--- src/rtl/div_stall_ctrl.sv ---
// div_stall_ctrl: multi-cycle radix-2 restoring divider for the EX stage.
// Generates the pipeline stall while a DIV/DIVU iterates, then presents the
// sign-corrected quotient (lo) and remainder (hi) for the HI/LO write.
module div_stall_ctrl #(
    parameter int WIDTH = 32,
    parameter int CNT_W = 6
) (
    input  logic             clk,
    input  logic             rst,
    input  logic             start,
    input  logic             is_signed,
    input  logic [WIDTH-1:0] a,
    input  logic [WIDTH-1:0] b,
    input  logic             ext_stall,
    input  logic             annul,
    output logic             stall,
    output logic             result_valid,
    output logic [WIDTH-1:0] lo,
    output logic [WIDTH-1:0] hi
);

    typedef enum logic [1:0] {IDLE, BUSY, DONE} state_t;

    localparam logic [WIDTH-1:0] ONE  = WIDTH'(1);
    localparam logic [CNT_W-1:0] LAST = CNT_W'(WIDTH - 1);

    state_t           state;
    logic [CNT_W-1:0] cnt;

    // Iteration datapath: remainder accumulator, quotient/dividend shifter,
    // divisor magnitude and the two sign-correction flags.
    logic [WIDTH-1:0] rem;
    logic [WIDTH-1:0] quo;
    logic [WIDTH-1:0] dvsr;
    logic             neg_q;
    logic             neg_r;

    logic [WIDTH:0]   rem_sh;
    logic [WIDTH:0]   diff;
    logic             fit;
    logic [WIDTH-1:0] rem_nxt;
    logic [WIDTH-1:0] quo_nxt;
    logic [WIDTH-1:0] q_fin;
    logic [WIDTH-1:0] r_fin;
    logic             accept;
    logic             last_step;

    // Two's-complement negation when n is set.
    function automatic logic [WIDTH-1:0] cond_neg(input logic [WIDTH-1:0] v, input logic n);
        return n ? (~v + ONE) : v;
    endfunction

    // Magnitude of an operand; raw value for unsigned divides. The most
    // negative value maps onto itself, which is the correct unsigned magnitude.
    function automatic logic [WIDTH-1:0] mag(input logic [WIDTH-1:0] v, input logic s);
        return cond_neg(v, s & v[WIDTH-1]);
    endfunction

    // One restoring step plus the stall/accept decode.
    always_comb begin
        rem_sh    = {rem, quo[WIDTH-1]};
        diff      = rem_sh - {1'b0, dvsr};
        fit       = ~diff[WIDTH];
        rem_nxt   = fit ? diff[WIDTH-1:0] : rem_sh[WIDTH-1:0];
        quo_nxt   = {quo[WIDTH-2:0], fit};
        q_fin     = cond_neg(quo_nxt, neg_q);
        r_fin     = cond_neg(rem_nxt, neg_r);
        last_step = (cnt == LAST);
        accept    = (state == IDLE) && start && !annul;
        // Low in DONE so the divide leaves EX on its result cycle; annul
        // releases the pipeline immediately.
        stall     = !annul && (((state == IDLE) && start) || (state == BUSY));
    end

    // Control FSM with registered result outputs.
    always_ff @(posedge clk or negedge rst) begin
        if (!rst) begin
            state        <= IDLE;
            cnt          <= '0;
            lo           <= '0;
            hi           <= '0;
            result_valid <= 1'b0;
        end else if (annul) begin
            state        <= IDLE;
            cnt          <= '0;
            result_valid <= 1'b0;
        end else begin
            case (state)
                IDLE: begin
                    if (start) begin
                        state <= BUSY;
                        cnt   <= '0;
                    end
                end
                BUSY: begin
                    cnt <= cnt + CNT_W'(1);
                    if (last_step) begin
                        state        <= DONE;
                        lo           <= q_fin;
                        hi           <= r_fin;
                        result_valid <= 1'b1;
                    end
                end
                DONE: begin
                    if (!ext_stall) begin
                        state        <= IDLE;
                        result_valid <= 1'b0;
                    end
                end
                default: begin
                    state        <= IDLE;
                    result_valid <= 1'b0;
                end
            endcase
        end
    end

    // Datapath: load operands on accept, iterate while BUSY.
    always_ff @(posedge clk) begin
        if (accept) begin
            rem   <= '0;
            quo   <= mag(a, is_signed);
            dvsr  <= mag(b, is_signed);
            neg_q <= is_signed & (a[WIDTH-1] ^ b[WIDTH-1]);
            neg_r <= is_signed & a[WIDTH-1];
        end else if (state == BUSY) begin
            rem <= rem_nxt;
            quo <= quo_nxt;
        end
    end

endmodule
--- config.mk ---
export PLATFORM = sky130hd
export DESIGN_NAME = div_stall_ctrl
export DESIGN_NICKNAME = d
export VERILOG_FILES = /design/src/rtl/div_stall_ctrl.sv
export SDC_FILE = /design/constraint.sdc
export NUM_CORES = 1
export LEC_CHECK = 0
export CAP_MARGIN = 40
export CORE_MARGIN = 3
export CORE_UTILIZATION = 35
export DETAILED_ROUTE_END_ITERATION = 16
export PLACE_DENSITY_LB_ADDON = 0.25
export SLEW_MARGIN = 10
export SYNTH_ARGS = -nofsm -noshare
export SYNTH_HDL_FRONTEND = slang
export SYNTH_SLANG_ARGS = --single-unit
--- constraint.sdc ---
create_clock -name clk -period 4.9 [get_ports clk]
set_input_delay 0.98 -clock clk [delete_from_list [all_inputs] [get_ports clk]]
set_output_delay 0.98 -clock clk [all_outputs]
set_load 0.02 [all_outputs]
==> metrics.md <==
| Metric | Value |
|---|---|
| Num CTS Buffers | `17` |
| Buffers on Ports | `135` |
| # DRC | `0` |
| CTS Root Cell | `clkbuf_16` |
| Seq cells post-synth | `171` |
| Final worst-path cycle share | `93.5%` |
| Initial antenna violation count | `1` |
| Most frequent cells in the layout | `215 x nand2_1, 205 x o21ai_0, 134 x clkdlybuf4s50_1` |
| Worst-case reg-to-reg path depth | `22` |
| Post-synthesis adder-cell area fraction | `4.20%` |
| Register area | `4450 um^2` |
| Worst setup path startpoint | `quo[31]$_DFFE_PP_` |
| Post-synth cell types | `76` |
| Final core occ | `43.9%` |
| Reg2reg start | `quo[31]$_DFFE_PP_` |
| Syn-to-layout area delta | `22.2%` |
| Detailed placer's ending HPWL | `26.1 mm` |
| Largest family of logic cells by synthesized area | `compound AO/OA/AOI/OAI gates` |
| Yosys warning count | `0` |
| Worst slew margin | `45.7%` |
| Synth Net Count | `1464` |
| Sequential fraction of the synthesis area | `38.7%` |
| Final min period | `4.58 ns` |
| Fraction of registers with async set/reset | `42.7%` |
| Hold slack | `0.428 ns` |
| Least-Margin Pin Slew | `0.812 ns` |
| Nets | `1592` |
| Most common cell after layout, fill and taps aside | `nand2_1` |
| First-pass GRT wire length | `53.3 mm` |
| Via density | `5.36` |
| Share of post-route cells with drive strength above 1 | `5.68%` |
| Vias | `10.4k` |
| Clk Latency, worst-skew pair | `0.45 ns` |
| Total wire length | `33.8 mm` |
| TNS Setup | `0 ns` |
| Row cnt | `65` |
| Pleak | `5.53 nW` |
| Die H | `187 um` |
| Gr usage total | `18.9%` |
| Crit end category | `flip-flop` |
| Critical path class | `flip-flop to flip-flop` |
| Die Wd | `187 um` |
| Crit path launch type | `flip-flop` |
| Initial Util | `35.9%` |
| Worst reg2reg setup slack | `0.32 ns` |
| Post-Synthesis Cells | `1356` |
| Fin. max-slew vios | `0` |
| Remaining antenna violation count | `0` |
| Cts hold-fix bufs | `0` |
| Mux contribution to synthesized area | `2.30%` |
| Worst Path Arrival | `4.94 ns` |
| DR iter-0 viols | `780` |
| Grt ovf | `0` |
| Post-Synth XOR/XNOR Area | `10.9%` |
| Endpoints failing setup | `0` |
| Vias in the first global route | `9715` |
| Crit-path max FO | `8` |
| Ports | `136` |
| Max Clk Rate | `218 MHz` |
| Clk slew on worst S/H paths | `0.08 ns` |
| Reg-to-reg endpoint | `hi[24]$_DFFE_PN0P_` |
| Clk_skew | `0.0178 ns` |
| CORE AREA | `32000 um^2` |
| Dominant synthesized flop cell | `dfrtp_1` |
| Status | `complete, no violations` |
| Mean Syn Cell Area | `8.47 um^2` |
| DR pass1 iterations | `5` |
| Fill cells | `3172` |
| DR WL/cell | `17.5 um` |
| Number of synthesized flops with an enable pin | `66` |
| CP endpoint | `hi[24]$_DFFE_PN0P_` |
| Critical Path RT | `5.26 ns` |
| Clock Tree Buf Depth | `2` |
| Max-Cap Viols | `0` |
| Placed cell areas | `13400 um^2` |
| Peak VDD IR | `0.305 mV` |
| Min-delay worst type | `input port to asynchronous set/reset pin` |
| Multi-input logic area | `6650 um^2` |
| Final Cell Area | `14000 um^2` |
| Total power | `6.88 mW` |
| Antenna cells | `0` |
| Post-synthesis simple-gate area fraction | `19.1%` |
| H-tree depth | `4` |
| Die area | `35000 um^2` |
| Compound-cell area share of the yosys netlist | `21.0%` |
| Post-Syn Area | `11500 um^2` |
| CTS tree | `built` |
| Hold Vio Cnt, Final | `0` |
| Largest net degree at the start of global routing | `67` |
| GP Congestion | `0.900` |
| CTS sink count | `171` |
| Cell Pwr Density | `491 nW/um^2` |
## how the worst min path moves through the flow
stage | end | slack, ns | cells past startpoint
CTS | hi[6]$_DFFE_PN0P_ | 0.43 | 1
global placement | lo[1]$_DFFE_PN0P_ | 0.46 | 2
finish | cnt[0]$_DFFE_PN0P_ | 0.43 | 1
floorplan | cnt[5]$_DFFE_PN0P_ | 0.45 | 1
global route | cnt[0]$_DFFE_PN0P_ | 0.44 | 1
detailed placement | lo[0]$_DFFE_PN0P_ | 0.47 | 2
## repair_timing
item / 4_1_cts / 5_1_grt
setup buffers: 0 / 3
resized for setup: 0 / 6
endpoints found under the setup margin: 0 / 11
## sequential cells by signal, summed over array words and instances (netlist names)
register,cells
dvsr,32
hi,32
lo,32
quo,32
rem,32
cnt,6
state,2
neg_q,1
neg_r,1
result_valid,1
## power by group
part / switching, mW / internal [mW] / leakage, nW
clock: 0.670 / 0.711 / 0.291
combinational: 2.23 / 1.33 / 3.33
sequential: 0.247 / 1.69 / 1.91
total: 3.15 / 3.73 / 5.53
## final cells by class
| class | instances | share of cell area [%] |
|---|---|---|
| Multi-Input combinational cell | 1075 | 47.4 |
| Inverter | 55 | 1.49 |
| Timing Repair Buffer | 164 | 11.4 |
| Clock inverter | 13 | 0.972 |
| Sequential cell | 171 | 31.7 |
| Clock buffer | 19 | 3.24 |
| Tap cell | 435 | 3.88 |
## per-stage QoR
| stage | setup slack (ns) | instances |
|---|---|---|
| 6_report | 0.318 | 1932 |
| 5_1_grt | -0.0244 | 1932 |
| 4_1_cts | 0.00453 | 1929 |
| 3_5_place_dp | 0.0466 | 1897 |
| 3_3_place_gp | 0.166 | 1895 |
| 2_1_floorplan | 0.0714 | 1356 |
## routing by layer
layer	global-route usage (%)	up-vias	part of all wire (%)
met5	0	-	0.039
met4	5.38	2	1.9
met3	2.96	43	4.6
met2	30.8	262	47
met1	26.1	4914	46
li1	-	5133	-
## worst max-delay path, cell delays in order, from the launching register on
cell	delay (ns)
edfxtp_1	0.41
inv_1	0.08
ha_1	0.22
fa_1	0.39
nand2b_1	0.20
a21boi_2	0.23
o21ai_2	0.14
a211oi_4	0.36
o21a_4	0.21
nor2_8	0.05
inv_4	0.10
nor2_1	0.05
a21oi_1	0.18
ha_1	0.21
inv_1	0.10
nor4_4	0.29
nand2_1	0.11
or4_1	0.48
nor2_1	0.12
a41o_1	0.12
a31oi_1	0.10
xor2_1	0.18
o21ai_0	0.15
## logic make-up (layout without fill, tap and decap cells)
kind of cell / after synthesis / count (layout)
adders and majority gates: 38 / 38
muxes: 26 / 26
xor gates and xnor gates: 143 / 143
AOI/OAI and AO/OA: 402 / 402
DFF: 171 / 171
and+or+nand+nor: 466 / 466
buffers and inverters: 110 / 251
## synthesized netlist by cell type (all sizes together), types with 14 or more instances
| library cell | count | area share [%] |
|---|---|---|
| o21ai | 211 | 9.2 |
| mux2i | 23 | 2.0 |
| xnor2 | 72 | 5.5 |
| nor2 | 86 | 3.0 |
| nor3 | 25 | 1.1 |
| buf | 17 | 0.73 |
| dfrtp | 73 | 16 |
| inv | 53 | 1.8 |
| or4 | 15 | 0.98 |
| xor2 | 71 | 5.4 |
| nand3 | 21 | 0.91 |
| a21oi | 74 | 3.3 |
| dfxtp | 32 | 5.6 |
| o31ai | 29 | 1.9 |
| nand2b | 14 | 0.76 |
| or3 | 14 | 0.81 |
| nor4 | 20 | 1.1 |
| ha | 37 | 4.0 |
| clkbuf | 38 | 1.2 |
| nand2 | 217 | 7.2 |
| edfxtp | 66 | 17 |
No activity file was read; power rests on OpenSTA's default activity.
